**config.mk**
```make
export PLATFORM = sky130hd
export DESIGN_NAME = filter_chain_mux
export DESIGN_NICKNAME = d
export VERILOG_FILES = /design/src/rtl/filt_chain_pkg.sv /design/src/rtl/filter_chain_mux_stage.sv /design/src/rtl/filter_chain_mux.sv
export SDC_FILE = /design/constraint.sdc
export NUM_CORES = 1
export LEC_CHECK = 0
export BUFFER_PORTS_ARGS = -buffer_cell sky130_fd_sc_hd__buf_4
export CORE_ASPECT_RATIO = 1.5
export CORE_MARGIN = 5
export CORE_UTILIZATION = 47
export CTS_CLUSTER_SIZE = 28
export DETAILED_ROUTE_END_ITERATION = 16
export GPL_ROUTABILITY_DRIVEN = 0
export PLACE_DENSITY = 0.78
export RECOVER_POWER = 50
export SLEW_MARGIN = 20
export SYNTH_ARGS = -nofsm -noshare
export SYNTH_HDL_FRONTEND = slang
export SYNTH_SLANG_ARGS = --single-unit
export TNS_END_PERCENT = 5
```
**constraint.sdc**
```tcl
create_clock -name clock -period 1.69 [get_ports clock]
set_clock_uncertainty 0.05 [all_clocks]
set_input_delay 0.338 -clock clock [delete_from_list [all_inputs] [get_ports clock]]
set_output_delay 0.338 -clock clock [all_outputs]
set_load 0.05 [all_outputs]
```
**src/rtl/filt_chain_pkg.sv**
```systemverilog
// Shared types, defaults and the per-channel reduction helper for the filter chain.
package filt_chain_pkg;

  localparam int CH_W_DEF    = 8;
  localparam int OUT_BPC_DEF = 4;

  typedef struct packed {
    logic [CH_W_DEF-1:0] r;
    logic [CH_W_DEF-1:0] g;
    logic [CH_W_DEF-1:0] b;
  } rgb_t;

  // Reduce a ch_w-bit channel to out_bits: round-half-up with saturation, or plain truncation.
  function automatic logic [31:0] round_sat(input logic [31:0] channel, input int out_bits,
                                            input bit round_en, input int ch_w = CH_W_DEF);
    logic [31:0] maxv;
    logic [31:0] sum;
    int          sh;
    sh   = ch_w - out_bits;
    maxv = (32'd1 << ch_w) - 32'd1;
    sum  = channel;
    if (round_en && sh > 0) begin
      sum = channel + (32'd1 << (sh - 1));
      if (sum > maxv) sum = maxv;
    end
    return sum >> sh;
  endfunction

endpackage

```
**src/rtl/filter_chain_mux_stage.sv**
```systemverilog
// One pipeline slice: bypass mux around an external filter, registering pixel plus its tags.
module filter_chain_stage
  import filt_chain_pkg::*;
#(
  parameter int PIX_W   = 3 * CH_W_DEF,
  parameter int HC_W    = 10,
  parameter int VC_W    = 10,
  parameter int N_STAGE = 4,
  parameter int IDX     = 0
) (
  input  logic               clock,
  input  logic               reset,
  input  logic               valid,
  input  logic [PIX_W-1:0]   pix,
  input  logic [HC_W-1:0]    hc,
  input  logic [VC_W-1:0]    vc,
  input  logic [N_STAGE-1:0] mask,
  input  logic [PIX_W-1:0]   filt,
  output logic               valid_reg,
  output logic [PIX_W-1:0]   pix_reg,
  output logic [HC_W-1:0]    hc_reg,
  output logic [VC_W-1:0]    vc_reg,
  output logic [N_STAGE-1:0] mask_reg
);

  always_ff @(posedge clock) begin
    if (!reset) begin
      valid_reg <= 1'b0;
      pix_reg   <= '0;
      hc_reg    <= '0;
      vc_reg    <= '0;
      mask_reg  <= '0;
    end else begin
      // Bubbles still register their data; only valid marks them as empty.
      valid_reg <= valid;
      pix_reg   <= mask[IDX] ? filt : pix;
      hc_reg    <= hc;
      vc_reg    <= vc;
      mask_reg  <= mask;
    end
  end

endmodule

```
**src/rtl/filter_chain_mux.sv**
```systemverilog
// Series chain of bypassable filter stages with a per-frame enable mask and a final
// round/saturate reduction register.
module filter_chain_mux
  import filt_chain_pkg::*;
#(
  parameter int N_STAGE  = 4,
  parameter int CH_W     = CH_W_DEF,
  parameter int OUT_BPC  = OUT_BPC_DEF,
  parameter int HC_W     = 10,
  parameter int VC_W     = 10,
  parameter int ROUND_EN = 1
) (
  input  logic                        clock,
  input  logic                        reset,
  input  logic [N_STAGE-1:0]          sw_en,
  input  logic                        sof,
  input  logic                        in_valid,
  input  logic [3*CH_W-1:0]           pix_in,
  input  logic [HC_W-1:0]             hc_in,
  input  logic [VC_W-1:0]             vc_in,
  output logic [N_STAGE*3*CH_W-1:0]   tap_pix,
  output logic [N_STAGE*HC_W-1:0]     tap_hc,
  output logic [N_STAGE*VC_W-1:0]     tap_vc,
  input  logic [N_STAGE*3*CH_W-1:0]   filt_pix,
  output logic                        out_valid,
  output logic [3*OUT_BPC-1:0]        pix_out,
  output logic [HC_W-1:0]             hc_out,
  output logic [VC_W-1:0]             vc_out,
  output logic [N_STAGE-1:0]          mask_out
);

  localparam int PIX_W = 3 * CH_W;

  logic [N_STAGE-1:0]   frame_mask_reg;
  logic [N_STAGE-1:0]   mask_in;

  // Index 0 is the chain input; index i+1 is the register of stage i.
  logic                 chain_valid [0:N_STAGE];
  logic [PIX_W-1:0]     chain_pix   [0:N_STAGE];
  logic [HC_W-1:0]      chain_hc    [0:N_STAGE];
  logic [VC_W-1:0]      chain_vc    [0:N_STAGE];
  logic [N_STAGE-1:0]   chain_mask  [0:N_STAGE];

  logic [3*OUT_BPC-1:0] pix_red;
  logic                 out_valid_reg;
  logic [3*OUT_BPC-1:0] pix_out_reg;
  logic [HC_W-1:0]      hc_out_reg;
  logic [VC_W-1:0]      vc_out_reg;
  logic [N_STAGE-1:0]   mask_out_reg;

  // The sof pixel itself already uses the freshly requested mask.
  assign mask_in = (sof && in_valid) ? sw_en : frame_mask_reg;

  assign chain_valid[0] = in_valid;
  assign chain_pix[0]   = pix_in;
  assign chain_hc[0]    = hc_in;
  assign chain_vc[0]    = vc_in;
  assign chain_mask[0]  = mask_in;

  generate
    for (genvar gi = 0; gi < N_STAGE; gi++) begin : g_stage
      assign tap_pix[gi*PIX_W +: PIX_W] = chain_pix[gi];
      assign tap_hc[gi*HC_W +: HC_W]    = chain_hc[gi];
      assign tap_vc[gi*VC_W +: VC_W]    = chain_vc[gi];

      filter_chain_stage #(
        .PIX_W  (PIX_W),
        .HC_W   (HC_W),
        .VC_W   (VC_W),
        .N_STAGE(N_STAGE),
        .IDX    (gi)
      ) u_stage (
        .clock    (clock),
        .reset    (reset),
        .valid    (chain_valid[gi]),
        .pix      (chain_pix[gi]),
        .hc       (chain_hc[gi]),
        .vc       (chain_vc[gi]),
        .mask     (chain_mask[gi]),
        .filt     (filt_pix[gi*PIX_W +: PIX_W]),
        .valid_reg(chain_valid[gi+1]),
        .pix_reg  (chain_pix[gi+1]),
        .hc_reg   (chain_hc[gi+1]),
        .vc_reg   (chain_vc[gi+1]),
        .mask_reg (chain_mask[gi+1])
      );
    end

    for (genvar gi = 0; gi < 3; gi++) begin : g_reduce
      assign pix_red[gi*OUT_BPC +: OUT_BPC] =
        OUT_BPC'(round_sat(32'(chain_pix[N_STAGE][gi*CH_W +: CH_W]), OUT_BPC, ROUND_EN != 0, CH_W));
    end
  endgenerate

  always_ff @(posedge clock) begin
    if (!reset) begin
      frame_mask_reg <= '0;
      out_valid_reg  <= 1'b0;
      pix_out_reg    <= '0;
      hc_out_reg     <= '0;
      vc_out_reg     <= '0;
      mask_out_reg   <= '0;
    end else begin
      if (sof && in_valid) frame_mask_reg <= sw_en;
      out_valid_reg <= chain_valid[N_STAGE];
      pix_out_reg   <= pix_red;
      hc_out_reg    <= chain_hc[N_STAGE];
      vc_out_reg    <= chain_vc[N_STAGE];
      mask_out_reg  <= chain_mask[N_STAGE];
    end
  end

  assign out_valid = out_valid_reg;
  assign pix_out   = pix_out_reg;
  assign hc_out    = hc_out_reg;
  assign vc_out    = vc_out_reg;
  assign mask_out  = mask_out_reg;

endmodule
```
Word level (Yosys, flattened, before mapping)
Index checks and enable logic that the tools add are counted.

Register bits after elaboration: 233. Bits of input ports: 148. Logic and storage cells: 41. RAM bits: 0. Memories: 0. Memory bits (read-only): 0. Latch bits: 0.

Add/sub/neg operators: 3. Reduce and logical (&&, ||, !) cells: 1. Eq/ne operators: 0. Order comparisons: 3. Shifts and indexed selects: 0. Multipliers: 0. Bitwise gates (word level): 0. Muxes and demuxes: 8. Div/mod/pow operators: 0.

Operators by type and width (count): 24-bit two-way mux (4); 8-bit by 4-bit adder with 9-bit output, second input constant (3); 9-bit by 8-bit greater-than comparator with 1-bit output, second input constant (3); 8-bit two-way mux (3); 1-bit logical AND (1); 1-bit two-way mux (1).

Logic depth before layout (Yosys ltp)
Word-level depth: 3. Depth in mapped cells: 6. Gate-level depth less buffers: 6.

Cells and area by module
From an unflattened synthesis, not the netlist that was laid out.

Cells, all modules: 712. Area, all modules: 8285.4 µm².

Modules (own cells, without submodules): filter_chain_stage (cells each 130, instances 4, area each 1600.3 µm², seq. area each 980.9 µm²); filter_chain_mux (cells each 192, instances 1, area each 1884.3 µm², seq. area each 820.8 µm²).

Worst setup path after synthesis
Ideal clock, no wire load.

Path type: reg2reg. From: reg g_stage[3].u_stage.pix_reg[11]. To: reg pix_out_reg[4] (netlist: pix_out[4]). Period minus slack after synthesis: 1.267 ns. Slack: 0.423 ns. Cell stages (with the launch flop): 6. Required time: 1.564 ns. Arrival: 1.141 ns. Setup time: 0.076 ns. Buffers on the path: 0. Path through: dfxtp_1 ha_1 nand2_1 nor4b_1 o32ai_1 a21boi_0.

Longest elaborated chain between the ends: 3.

Ends and longest elaborated chain: start, declared (RTL line filter_chain_mux_stage.sv:20) `output logic [PIX_W-1:0] pix_reg,`; start signal, assigned (RTL line filter_chain_mux_stage.sv:36) `pix_reg <= mask[IDX] ? filt : pix;`; 8-bit by 4-bit adder with 9-bit output (*) (RTL line filt_chain_pkg.sv:23) `sum = channel + (32'd1 << (sh - 1));`; 9-bit by 8-bit greater-than comparator with 1-bit output (RTL line filt_chain_pkg.sv:24) `if (sum > maxv) sum = maxv;`; 8-bit two-way mux (*) (RTL line filt_chain_pkg.sv:24); end signal, assigned (RTL line filter_chain_mux.sv:106) `pix_out_reg <= pix_red;`; end, declared (RTL line filter_chain_mux.sv:46) `logic [3*OUT_BPC-1:0] pix_out_reg;`.

Mark *: on every way between the ends. The rest lies on a longest branch, timed or not. A chain may end at the register's enable or synchronous reset.

Worst setup path after layout
From: in vc_in[0]. To: out tap_vc[0].

RTL lines: start, declared (RTL line filter_chain_mux.sv:20) `input logic [VC_W-1:0] vc_in,`; end, declared (RTL line filter_chain_mux.sv:23) `output logic [N_STAGE*VC_W-1:0] tap_vc,`.

No word-level cell between the ends.

==> flow_summary.rst <==
.. list-table::
   :header-rows: 1

   * - Metric
     - Value
   * - Outcome
     - completed
   * - Worst relative slew slack
     - 46.74%
   * - Final min period
     - 1.607 ns
   * - Count of input and output buffers
     - 360
   * - Clock transition at the registers of the reported paths
     - 0.06 ns
   * - Post-route antenna net violation count
     - 0
   * - Overall power of the completed layout
     - 13.09 mW
   * - Hold WC Path Type
     - input port to flip-flop
   * - Relative contribution of the clock network to total power
     - 40.9%
   * - CTS sink count
     - 233
   * - Tightest Pin Transition
     - 0.7988 ns
   * - Max reg flops
     - 96
   * - # placed instances
     - 1276
   * - Kind of critical path
     - input port to output pin
   * - Internal
     - 9.736 mW
   * - Logic pwr share
     - 14.7%
   * - First-pass GRT wire length
     - 32140 um
   * - Max Root-Sink Buffers
     - 3
   * - DP Worst Slack
     - 0.2656 ns
   * - Area fraction of the dominant cell type after synthesis
     - 51.32%
   * - Average via count per standard cell
     - 4.461
   * - Clock latency of the later-clocked register in the worst-skew pair
     - 0.50 ns
   * - Footprint of the flip-flops and latches
     - 0.004664 sq mm
   * - Count of pins over their slew limit
     - 0
   * - Highest-count cells in the layout ignoring fill and taps
     - 332 x buf_4, 233 x dfxtp_1, 81 x and2_1, 74 x nor2b_1, 72 x mux2i_1
   * - Vias post-DR
     - 5942
   * - Fillers
     - 1626
   * - Total CTS buffers
     - 22
   * - Number of DRC markers after the initial detailed-route iteration
     - 155
   * - Crit share post-route
     - 95.06%
   * - Nature of the critical path endpoint
     - output pin
   * - Flip-flop and latch count after synthesis
     - 233
   * - Multi-input gate area in the final layout
     - 0.002854 sq mm
   * - Die width
     - 123.5 um
   * - Average wire per cell in the routed design
     - 15.83 um
   * - Most frequent standard cell in the layout excluding fill and tap cells
     - buf_4
   * - Sw Share
     - 25.60%
   * - Yosys warns
     - 0
   * - Post-route worst setup slack
     - 0.08345 ns
   * - Layout Cells excl Fill
     - 1332
   * - Cell taking the most area after synthesis
     - dfxtp_1
   * - Fraction of final layout cells with drive strength greater than 1
     - 36.56%
   * - Critical path fanouts, max
     - 2
   * - Required time at the endpoint of the critical path
     - 1.30 ns
   * - Remaining routing DRC violations
     - 0
   * - RSZ-0062 raised after global routing
     - no
   * - Total number of H-tree levels
     - 1
   * - Mean instance size in the synthesized netlist
     - 10.53 sq um
   * - Setup Total Neg Slack
     - 0 ns
   * - Static leakage
     - 5.100 nW
   * - Placed Instance Area
     - 0.01077 sq mm
   * - Final instance area
     - 0.01154 sq mm
   * - Sequential group share of total power
     - 44.4%
   * - Critical Path Source Type
     - input port
   * - HPWL after detailed placement
     - 16130 um
   * - Final setup violation count
     - 0
   * - Vias in the first global route
     - 6280
   * - GR Overflow Total
     - 0
   * - Cell at the root of the clock tree
     - clkbuf_16
   * - Die Outline Area
     - 0.02228 sq mm
   * - Area added between synthesis and finish
     - 26.94%
   * - Util after Layout
     - 60.46%
   * - Max Freq
     - 622.5 MHz
   * - Power per cell area
     - 1134 mW/mm^2
   * - I/O Pins
     - 361
   * - Antenna violations before repair
     - 1
   * - Gr usage total
     - 18.14%
   * - Post-Syn Area
     - 0.009089 sq mm
   * - Largest net degree at the start of global routing
     - 55
   * - Initial Utilization
     - 47.63%
   * - Switching power total
     - 3.351 mW
   * - Max cap viols
     - 0
   * - Net count after synthesis
     - 1017
   * - Number of detailed-routing iterations run before antenna repair
     - 4
   * - Cell count after synthesis
     - 863
   * - Final worst hold slack
     - 0.02933 ns
   * - Area of the placeable core
     - 0.01908 sq mm
   * - Die height
     - 180.3 um
   * - Max VDD drop
     - 0.6615 mV
   * - Arrival time at the worst endpoint
     - 1.22 ns
   * - Clock tree from TritonCTS
     - yes
   * - Cell types occupying the most area after synthesis
     - dfxtp_1 51%, buf_4 15%, and2_1 8.4%
   * - Row Count
     - 62
   * - Synth unique cells
     - 37
   * - Detailed Route WL
     - 21090 um
   * - Number of hold-slack violations in the final timing report
     - 0
   * - Post-layout net count
     - 1215
   * - Proportion of synthesized chip area in sequential cells
     - 51.32%
==> cells in the mapped netlist <==
| cell type | count |
|---|---|
| a31oi_1 | 2 |
| a21boi_2 | 20 |
| nor4b_1 | 2 |
| mux2i_4 | 1 |
| buf_4 | 176 |
| o21a_1 | 3 |
| and4_1 | 1 |
| and3_1 | 8 |
| nand3_1 | 5 |
| nand2_4 | 1 |
| and2_2 | 1 |
| xor2_1 | 3 |
| buf_2 | 11 |
| a21oi_1 | 2 |
| clkbuf_1 | 24 |
| and2_1 | 122 |
| nor2_1 | 4 |
| mux2_4 | 1 |
| o2111ai_1 | 1 |
| clkbuf_8 | 1 |
| buf_6 | 3 |
| nor3b_1 | 1 |
| inv_1 | 6 |
| dfxtp_1 | 233 |
| nand4_1 | 2 |
| or3b_1 | 1 |
| o32ai_1 | 2 |
| mux2i_1 | 72 |
| nand2_1 | 56 |
| nor4bb_1 | 1 |
| o21ai_0 | 4 |
| nand2b_1 | 1 |
| o211a_1 | 2 |
| nand3b_1 | 1 |
| a21boi_0 | 9 |
| nor2b_1 | 74 |
| ha_1 | 6 |
==> layout make-up <==
| cell class | count | area share, % |
|---|---|---|
| clock inverters | 10 | 1.638 |
| well taps | 256 | 2.776 |
| multi-input cells | 409 | 24.74 |
| diodes | 1 | 0.02169 |
| flip-flops and latches | 233 | 40.43 |
| repair buffers | 389 | 24.89 |
| clock buffers | 28 | 5.314 |
| inverters | 6 | 0.1952 |
==> final timing paths <==
path                                                startpoint                       endpoint  slack, ns  depth (start not counted)
worst min-delay path                                  hc_in[4]   g_stage[0].u_stage.hc_reg[4]       0.03                          2
worst max register to register  g_stage[0].u_stage.mask_reg[1]  g_stage[1].u_stage.pix_reg[3]       0.15                          3
worst min register to register  g_stage[3].u_stage.mask_reg[2]                    mask_out[2]       0.37                          1
worst max-delay path                                  vc_in[0]                      tap_vc[0]       0.08                          3
==> routing by layer <==
metal  vias to the layer above  GRT usage, %  part of all wire, %
met1                      2677         18.04                   33
met3                        54         5.245                  9.0
met2                       257         33.94                   53
li1                       2954             -                    -
met5                         -             0                    0
met4                         0         7.894                  4.2
==> kinds of logic (layout without fill, tap and decap cells) <==
kind of cell	Yosys count	after routing	share of synthesized area (%)
multiplexers	74	74	8.342
AO/OA/AOI/OAI	45	45	4.447
XOR/XNOR	3	3	0.2891
adder cells (fa/ha/maj)	6	6	0.8260
AND/OR/NAND/NOR	281	281	17.87
flip-flops	233	233	51.32
other	0	1	0
buffers and inverters	221	433	16.91
==> worst max-delay path, stage by stage <==
cell	delay (ns)
dlygate4sd3_1	0.55
clkbuf_4	0.14
buf_4	0.18
==> power groups by stage <==
stage               Combinational, mW  Clock [mW]  Sequential [mW]
floorplan                        1.48           0             5.94
global placement                 1.94           0             5.93
detailed placement               1.96           0             5.94
CTS                              2.00        5.50             5.82
global route                     2.03        5.70             5.84
finish                           1.92        5.35             5.82
==> timing repair <==
| item | in CTS | in global routing |
|---|---|---|
| setup buffers | 0 | 0 |
| setup endpoints to repair | 0 | 0 |
| endpoints found under the hold margin | 17 | 0 |
| gates resized for setup | 0 | 0 |
| hold buffers | 17 | 0 |
(Power assumes the default switching activity.)
